File: config.mk
export PLATFORM = sky130hd
export DESIGN_NAME = bcd_converter_seq_flat
export DESIGN_NICKNAME = d
export VERILOG_FILES = /design/src/rtl/bcd_pkg.sv /design/src/rtl/bcd_converter_seq_if.sv /design/src/rtl/bcd_dabble_step.sv /design/src/rtl/bcd_converter_seq.sv /design/src/flat_wrapper.sv
export SDC_FILE = /design/constraint.sdc
export NUM_CORES = 1
export LEC_CHECK = 0
export CAP_MARGIN = 0
export CORE_UTILIZATION = 35
export DETAILED_ROUTE_END_ITERATION = 12
export DONT_BUFFER_PORTS = 1
export HOLD_SLACK_MARGIN = 0.03
export PLACE_DENSITY_LB_ADDON = 0.2
export SETUP_SLACK_MARGIN = 0.15
export SLEW_MARGIN = 15
export SYNTH_ARGS = -nofsm -noshare
export SYNTH_HDL_FRONTEND = slang
export SYNTH_SLANG_ARGS = --single-unit
File: constraint.sdc
create_clock -name clk -period 2 [get_ports clk]
set_input_delay 0.5 -clock clk [delete_from_list [all_inputs] [get_ports clk]]
set_output_delay 0.5 -clock clk [all_outputs]
set_load 0.01 [all_outputs]
File: src/rtl/bcd_pkg.sv
// Shared definitions for the sequential binary-to-BCD converter:
// controller state encoding, BCD digit constants and counter sizing.
package bcd_pkg;

    typedef enum logic [1:0] {
        IDLE  = 2'd0,
        SHIFT = 2'd1,
        DONE  = 2'd2
    } state_t;

    localparam logic [3:0] BCD_NINE    = 4'd9;
    // A digit at or above this value would leave the 0..9 range when doubled.
    localparam logic [3:0] BCD_ADJ_MIN = 4'd5;
    localparam logic [3:0] BCD_ADJ     = 4'd3;

    // Bit and channel counters share one width, large enough for both indices.
    // Kept at least 1 bit so degenerate configurations still elaborate.
    function automatic int cnt_width(input int bin_w, input int channels);
        int m;
        m = (bin_w > channels) ? bin_w : channels;
        return (m < 2) ? 1 : $clog2(m);
    endfunction

endpackage

File: src/rtl/bcd_converter_seq_if.sv
// Bus bundle between the countdown timer (master) and the converter (slave),
// carrying the input transaction and the converted result.
//
// Handshake: a transfer happens on a rising clk edge where valid && ready are
// both high. The source holds valid and its data steady until that edge; the
// sink may raise or lower ready freely. On the result side, out_valid stays
// high and bcd_out/ovf stay stable until out_ready is seen high.
interface bcd_converter_seq_if #(
    parameter int BIN_W    = 6,
    parameter int DIGITS   = 2,
    parameter int CHANNELS = 2
);
    logic                         in_valid;
    logic                         in_ready;
    logic [CHANNELS*BIN_W-1:0]    bin_in;
    logic                         out_valid;
    logic                         out_ready;
    logic [CHANNELS*DIGITS*4-1:0] bcd_out;
    logic [CHANNELS-1:0]          ovf;

    modport master (
        output in_valid, bin_in, out_ready,
        input  in_ready, out_valid, bcd_out, ovf
    );

    modport slave (
        input  in_valid, bin_in, out_ready,
        output in_ready, out_valid, bcd_out, ovf
    );
endinterface

File: src/rtl/bcd_dabble_step.sv
// One double-dabble iteration: correct every BCD digit that is 5 or more by
// adding 3, then shift the accumulator left by one, bringing in bit_in.
// carry_out is the bit pushed out of the top digit (worth 10^DIGITS).
module bcd_dabble_step
    import bcd_pkg::*;
#(
    parameter int DIGITS = 2
) (
    input  logic [DIGITS*4-1:0] acc_in,
    input  logic                bit_in,
    output logic [DIGITS*4-1:0] acc_out,
    output logic                carry_out
);
    logic [DIGITS*4-1:0] corr;

    // Per-digit add-3 correction; a digit is at most 9 so the sum fits 4 bits.
    always_comb begin
        corr = '0;
        for (int d = 0; d < DIGITS; d++) begin
            if (acc_in[d*4 +: 4] >= BCD_ADJ_MIN)
                corr[d*4 +: 4] = acc_in[d*4 +: 4] + BCD_ADJ;
            else
                corr[d*4 +: 4] = acc_in[d*4 +: 4];
        end
        {carry_out, acc_out} = {corr, bit_in};
    end
endmodule

File: src/rtl/bcd_converter_seq.sv
// Sequential binary-to-BCD converter. One shared dabble step processes one
// bit per cycle, channel 0 first; each channel's result lands in its output
// slot as soon as its last bit is done. Overflow (value >= 10^DIGITS) is the
// sticky OR of the carries out of the top digit.
module bcd_converter_seq
    import bcd_pkg::*;
#(
    parameter int BIN_W    = 6,
    parameter int DIGITS   = 2,
    parameter int CHANNELS = 2,
    parameter bit SATURATE = 1'b0
) (
    input  logic                clk,
    input  logic                rst_n,
    bcd_converter_seq_if.slave  bus,
    output state_t              dbg_state
);
    localparam int CW = cnt_width(BIN_W, CHANNELS);
    localparam int AW = DIGITS * 4;
    localparam int DW = CHANNELS * BIN_W;

    state_t                 state_q, state_d;
    logic [CW-1:0]          ch_q, bit_q;
    logic [BIN_W-1:0]       sh_q;       // current channel, MSB consumed first
    logic [DW-1:0]          rest_q;     // channels still waiting, next at LSBs
    logic [AW-1:0]          acc_q;
    logic                   sticky_q;
    logic [CHANNELS*AW-1:0] bcd_q;
    logic [CHANNELS-1:0]    ovf_q;

    logic [AW-1:0]          acc_step;
    logic                   carry_step;
    logic                   accept, last_bit, last_ch;
    logic                   slot_ovf;
    logic [AW-1:0]          slot_val;

    bcd_dabble_step #(.DIGITS(DIGITS)) u_step (
        .acc_in    (acc_q),
        .bit_in    (sh_q[BIN_W-1]),
        .acc_out   (acc_step),
        .carry_out (carry_step)
    );

    // The final step's carry counts toward overflow, hence the OR here.
    assign slot_ovf = sticky_q | carry_step;
    assign slot_val = (SATURATE && slot_ovf) ? {DIGITS{BCD_NINE}} : acc_step;

    assign bus.bcd_out = bcd_q;
    assign bus.ovf     = ovf_q;
    assign dbg_state   = state_q;

    // Controller state register.
    always_ff @(posedge clk or negedge rst_n) begin
        if (!rst_n) state_q <= IDLE;
        else        state_q <= state_d;
    end

    // Next-state and handshake decode; ready/valid are pure state decodes.
    always_comb begin
        state_d       = state_q;
        bus.in_ready  = 1'b0;
        bus.out_valid = 1'b0;
        accept        = 1'b0;
        last_bit      = (bit_q == CW'(BIN_W - 1));
        last_ch       = (ch_q == CW'(CHANNELS - 1));
        case (state_q)
            IDLE: begin
                bus.in_ready = 1'b1;
                if (bus.in_valid) begin
                    accept  = 1'b1;
                    state_d = SHIFT;
                end
            end
            SHIFT: begin
                if (last_bit && last_ch) state_d = DONE;
            end
            DONE: begin
                bus.out_valid = 1'b1;
                if (bus.out_ready) state_d = IDLE;
            end
            default: state_d = IDLE;
        endcase
    end

    // Datapath: latch on accept, shift one bit per SHIFT cycle, write the
    // finished slot and roll straight into the next channel on its last bit.
    always_ff @(posedge clk or negedge rst_n) begin
        if (!rst_n) begin
            ch_q     <= '0;
            bit_q    <= '0;
            sh_q     <= '0;
            rest_q   <= '0;
            acc_q    <= '0;
            sticky_q <= 1'b0;
            bcd_q    <= '0;
            ovf_q    <= '0;
        end else if (accept) begin
            sh_q     <= bus.bin_in[BIN_W-1:0];
            rest_q   <= bus.bin_in >> BIN_W;
            acc_q    <= '0;
            sticky_q <= 1'b0;
            ch_q     <= '0;
            bit_q    <= '0;
        end else if (state_q == SHIFT) begin
            if (last_bit) begin
                for (int c = 0; c < CHANNELS; c++) begin
                    if (ch_q == CW'(c)) begin
                        bcd_q[c*AW +: AW] <= slot_val;
                        ovf_q[c]          <= slot_ovf;
                    end
                end
                if (!last_ch) begin
                    sh_q     <= rest_q[BIN_W-1:0];
                    rest_q   <= rest_q >> BIN_W;
                    acc_q    <= '0;
                    sticky_q <= 1'b0;
                    bit_q    <= '0;
                    ch_q     <= ch_q + 1'b1;
                end
            end else begin
                acc_q    <= acc_step;
                sticky_q <= sticky_q | carry_step;
                sh_q     <= sh_q << 1;
                bit_q    <= bit_q + 1'b1;
            end
        end
    end
endmodule

File: src/flat_wrapper.sv
// flat-port wrapper written by rule: the top's interface ports become plain ports
module bcd_converter_seq_flat import bcd_pkg::*;
#(
    parameter int BIN_W    = 6,
    parameter int DIGITS   = 2,
    parameter int CHANNELS = 2,
    parameter bit SATURATE = 1'b0
)
  (clk, rst_n, dbg_state, bus_in_valid, bus_bin_in, bus_out_ready, bus_in_ready, bus_out_valid, bus_bcd_out, bus_ovf);
  bcd_converter_seq_if #(.BIN_W(BIN_W), .DIGITS(DIGITS), .CHANNELS(CHANNELS)) bus_i ();
  input  logic clk;
  input  logic rst_n;
  output state_t dbg_state;
  input wire logic [$bits(bus_i.in_valid)-1:0] bus_in_valid;
  input wire logic [$bits(bus_i.bin_in)-1:0] bus_bin_in;
  input wire logic [$bits(bus_i.out_ready)-1:0] bus_out_ready;
  output wire logic [$bits(bus_i.in_ready)-1:0] bus_in_ready;
  output wire logic [$bits(bus_i.out_valid)-1:0] bus_out_valid;
  output wire logic [$bits(bus_i.bcd_out)-1:0] bus_bcd_out;
  output wire logic [$bits(bus_i.ovf)-1:0] bus_ovf;
  assign bus_i.in_valid = bus_in_valid;
  assign bus_i.bin_in = bus_bin_in;
  assign bus_i.out_ready = bus_out_ready;
  assign bus_in_ready = bus_i.in_ready;
  assign bus_out_valid = bus_i.out_valid;
  assign bus_bcd_out = bus_i.bcd_out;
  assign bus_ovf = bus_i.ovf;
  bcd_converter_seq #(.BIN_W(BIN_W), .DIGITS(DIGITS), .CHANNELS(CHANNELS), .SATURATE(SATURATE)) u_core (.clk(clk), .rst_n(rst_n), .bus(bus_i), .dbg_state(dbg_state));
endmodule
; Yosys cells after proc, flatten, opt, wreduce, memory -nomap -nowiden
; Cells that the tools add are included.
[totals]
regBits = 53
word_cells = 72
[op_classes]
add_sub_neg = 4
magnitude_cmp = 2
eq_ne = 9
muxes = 34
bitwise_logic = 2
reduce_logical = 10
[op_table]
columns = operator, count
row1 = $mux 12, 4
row2 = $mux 8, 4
row3 = $mux 3, 8
row4 = $mux 6, 4
row5 = $add 4x2->4 const B, 2
row6 = $ge 4x3->1 const B, 2
row7 = $mux 1, 8
row8 = $mux 4, 2
row9 = $reduce_and 4->1, 2
row10 = $add 3x1->3 const B, 2
row11 = $mux 2, 3
row12 = $pmux 2 s3, 1
row13 = $reduce_and 3->1, 2
row14 = $ne 2x1->1 const B, 2
row15 = $ne 2x2->1 const B, 2
row16 = $reduce_bool 2->1, 2
row17 = $eq 3x1->1 const B, 1
row18 = $eq 3x3->1 const B, 1
row19 = $logic_not 3->1, 1
row20 = $ne 3x2->1 const B, 1
row21 = $eq 2x1->1 const B, 1
row22 = $eq 2x2->1 const B, 1
row23 = $logic_not 2->1, 1
row24 = $reduce_and 2->1, 1
row25 = 3 further kinds, 3

; Logic depth before layout (Yosys ltp)
[depth]
ltp_word = 6
depth_mapped = 8
depth_no_buf = 6

; By module
; A second synthesis with hierarchy kept.
[unflattened]
hier_cells = 221
hier_area_um2 = 2418.6
[by_module_without_submodules]
columns = mod, instances, cells_per_inst, area_each_um2
row1 = bcd_converter_seq, 1, 188, 2208.4
row2 = bcd_dabble_step, 1, 33, 210.2

; Least setup slack after synthesis
; No wires, ideal clock.
[synth_path]
kind = register to register
start = reg u_core.ch_q[0]
end = reg u_core.acc_q[0]
setup_time_ps = 121
arrival_ps = 1604
required_time_ps = 1879
path_slack_ps = 275
stages_incl_launch_ff = 8
path_buffers = 2
period_less_slack_ps = 1725
cell_sequence = dfrtp_1 -> ha_1 -> nor2b_2 -> buf_6 -> a211o_1 -> and2_4 -> buf_6 -> a22o_1
[synth_via]
elab_chain_cells = 3
[synth_lines]
columns = element, line
row1 = from (decl), bcd_converter_seq.sv:23  ; logic [CW-1:0] ch_q, bit_q;
row2 = from (signal assigned), bcd_converter_seq.sv:118  ; ch_q <= ch_q + 1'b1;
row3 = $eq 3x1->1, bcd_converter_seq.sv:65  ; last_ch = (ch_q == CW'(CHANNELS - 1));
row4 = $ne 3x2->1 (no source line), n/a
row5 = $reduce_and 2->1 (no source line), n/a
row6 = to (signal assigned), bcd_converter_seq.sv:121  ; acc_q <= acc_step;
row7 = to (decl), bcd_converter_seq.sv:26  ; logic [AW-1:0] acc_q;
; No other way between the ends.
; A chain may end at the register's enable or synchronous reset.

; Worst setup path in the final report
[layout_path]
start = reg u_core.bit_q[1]
end = reg u_core.sh_q[3]
[layout_via]
elab_chain_cells = 4
word_cells_on_any_way = 6
[layout_lines]
columns = element, line
row1 = from (decl), bcd_converter_seq.sv:23
row2 = from (signal assigned), bcd_converter_seq.sv:124  ; bit_q <= bit_q + 1'b1;
row3 = $eq 3x3->1 *, bcd_converter_seq.sv:64  ; last_bit = (bit_q == CW'(BIN_W - 1));
row4 = $mux 6, bcd_converter_seq.sv:105  ; if (last_bit) begin
row5 = $mux 6, bcd_converter_seq.sv:104  ; end else if (state_q == SHIFT) begin
row6 = $mux 6, bcd_converter_seq.sv:97  ; end else if (accept) begin
row7 = to (signal assigned), bcd_converter_seq.sv:98  ; sh_q <= bus.bin_in[BIN_W-1:0];
row8 = to (signal assigned), bcd_converter_seq.sv:113  ; sh_q <= rest_q[BIN_W-1:0];
row9 = to (signal assigned), bcd_converter_seq.sv:123  ; sh_q <= sh_q << 1;
row10 = to (decl), bcd_converter_seq.sv:24  ; logic [BIN_W-1:0] sh_q;
; Mark *: on every way between the ends. The rest lies on a longest branch, timed or not. The select of a mux whose other input is x is not followed.

==> metrics.md <==
| Metric | Value |
|---|---|
| Peak supply drop | `0.000537 V` |
| Clk pwr share | `approximately a fifth` |
| Later-pin clock latency in the skew report | `0.30 ns` |
| P per Cell Area | `between 1500 and 2000 nW/um^2` |
| CTS tree | `built` |
| I/O pin count | `38` |
| Fmax | `602 MHz` |
| Final Power | `3820 uW` |
| Share of layout cells above drive strength 1 | `19.7%` |
| Antenna Cells | `0` |
| Total internal power | `around 2500 uW` |
| Worst setup margin | `approximately 0.34 ns` |
| Sink Count | `47` |
| Place WS | `0.247 ns` |
| CTS root buffer | `clkbuf_8` |
| First-pass GRT wire length | `7140 um` |
| Sw frac | `about a third` |
| Synthesized instance count | `203` |
| Post-layout minimum cycle time | `1.66 ns` |
| # Post-CTS Setup Buffers | `0` |
| Final setup TNS | `0 ns` |
| First DRT Iteration DRCs | `105` |
| ANT nets after route | `0` |
| Startpoint types | `flop` |
| Sequential Power Share | `approximately 44%` |
| Area growth syn-to-layout | `11.0%` |
| Most common cell after layout, fill and taps aside | `dfrtp_1` |
| Post-synth cell types | `37` |
| Die Ht | `82.6 um` |
| Slew Viols, Final | `0` |
| Drt drc | `0` |
| Grt ovf | `0` |
| Synth Net Count | `226` |
| Clock Skews | `0.00635 ns` |
| Detailed Routing Iterations Pass 1 | `4` |
| Area of the core | `6310 um^2` |
| Routed len/inst | `~15 um` |
| Number of global-route vias before repair | `1,403` |
| Req. time, crit path | `2.20 ns` |
| Crit end category | `flop` |
| Cts bufs inserted | `5` |
| Die area | `6830 um^2` |
| Most frequent cells in the layout | `dfrtp_1, nand2_1, mux2_2` |
| Largest net degree at the start of global routing | `48` |
| Max-cap violation count | `0` |
| WS Path Type | `reg2reg` |
| HPWL Detailed | `2980 um` |
| Mapped Area | `2270 um^2` |
| IO Port Bufs | `0` |
| Register area share after synthesis | `just over 50%` |
| Site row count | `29` |
| Synth warn | `0` |
| DR vias/cell | `between 5 and 6` |
| Synth Area per Inst | `11.2 um^2` |
| Net switching power | `1350 uW` |
| Fraction of registers with async set/reset | `100%` |
| Total GRT Usage | `14.3%` |
| Critical Path AT | `1.86 ns` |
| Final worst-path cycle share | `83.1%` |
| Chip width | `82.6 um` |
| Post-synth EDFFs | `0` |
| Hold Crit Class | `in2async` |
| Detailed-route via count | `1,449` |
| Starting Density | `~36%` |
| RSZ-0062 raised after global routing | `no` |
| H-tree depth | `2` |
| Clock buffer depth | `2` |
| Leak | `0.00122 uW` |
| CTS clock-pin slew for the worst setup and hold paths | `0.09 ns` |
| Main synth FF type | `dfrtp_1` |
| Slew HR | `60.4%` |
| Final hold vios | `0` |
| Outcome | `completed` |
| Nets@finish | `230` |
| Worst-path fanout max | `9` |
| Flops & latches, synth | `47` |
| Comb power frac | `34.8%` |
| # setup viols final | `0` |
| DRT Wirelength | `4350 um` |
| Gp weighted congestion | `between 0.7 and 0.8` |
| Worst Max-Slew Pin Slew | `0.591 ns` |
| Antenna violations before repair | `1` |
-- per-layer routing --
layer	global-route usage [%]	wire, um
met4	4.66	74
met1	20.8	2130
met2	19.7	1890
met5	0	13
met3	4.84	240
-- power by group through the flow --
stage | sequential (uW) | combinational (uW) | clock (uW)
final | 1670 | 1330 | 816
after global routing | 1740 | 1520 | 884
after CTS | 1680 | 1330 | 843
after detailed placement | 1690 | 1300 | 0
after global placement | 1690 | 1270 | 0
after floorplan | 1610 | 1120 | 0
-- path summary, 6_finish.rpt --
check / startpoint / endpoint / slack [ns] / depth (start not counted)
worst max-delay path: u_core.bit_q[1] / u_core.sh_q[3] / 0.34 / 4
worst min-delay path: rst_n / u_core.dbg_state[0] / 0.04 / 1
worst max register to register: u_core.bit_q[1] / u_core.sh_q[3] / 0.34 / 4
worst min register to register: u_core.sticky_q / u_core.sticky_q / 0.52 / 2
max in group asynchronous: rst_n / u_core.bus.bcd_out[15] / 1.75 / 1
min in group clk: bus_out_ready / u_core.dbg_state[1] / 0.30 / 1
-- cell families (layout without fill, tap and decap cells) --
kind of cell	count (synthesis)	after routing	share of synthesized area, %
muxes	32	32	15.3
xor gates and xnor gates	3	3	1.16
DFF	47	47	51.7
and+or+nand+nor	61	61	14.2
adders and majority gates	7	7	3.85
AOI/OAI and AO/OA	40	40	10.9
buffers and inverters	13	18	2.86
-- Yosys cell counts, types with 3 or more instances --
library cell  instances  area [um^2]
a21oi_1               8         40.0
a22o_1                6         52.6
dfrtp_1              47         1180
ha_1                  7         87.6
inv_1                 8         30.0
mux2_2               23          259
mux2i_1               9         90.1
nand2_1              29          109
nand2b_1              4         25.0
nor2_1               10         37.5
o21ai_0              15         75.1
o21ai_1               5         25.0
xnor2_1               3         26.3
-- critical path: stages (launching register included) --
cell,delay [ns]
dfrtp_1,0.43
and3b_1,0.52
mux2_2,0.39
mux2i_1,0.15
o21ai_1,0.07
-- final cells by class --
class	count	area (um^2)
tap	77	96.3
clock buffer	6	72.6
multi-input combinational	143	1040
timing repair buffer	2	47.5
sequential	47	1180
fill	639	3790
inverter	8	30.0
clock inverter	2	60.1
-- flip-flops by register name, indices dropped and copies added, names as in the netlist --
register	flops
u_core.bus.bcd_out	16
u_core.acc_q	8
u_core.rest_q	6
u_core.sh_q	6
u_core.bit_q	3
u_core.ch_q	3
u_core.bus.ovf	2
u_core.dbg_state	2
u_core.sticky_q	1
-- per-stage QoR --
stage / hold WS, ns / cells / instance area, um^2 / utilization, %
6_report: 0.0410 / 285 / 2520 / 40.0
5_1_grt: 0.0391 / 285 / 2520 / 40.0
4_1_cts: 0.0423 / 285 / 2520 / 39.9
3_5_place_dp: 0.205 / 276 / 2360 / 37.3
3_3_place_gp: 0.205 / 276 / 2360 / 37.3
2_1_floorplan: 0.204 / 203 / 2270 / -
-- timing repair --
item | in CTS | in global routing
hold buffers | 1 | 0
endpoints found under the setup margin | 0 | 10
gates resized for setup | 0 | 2
endpoints found under the hold margin | 47 | 0
Note: power is estimated with default switching activity, not from simulation.
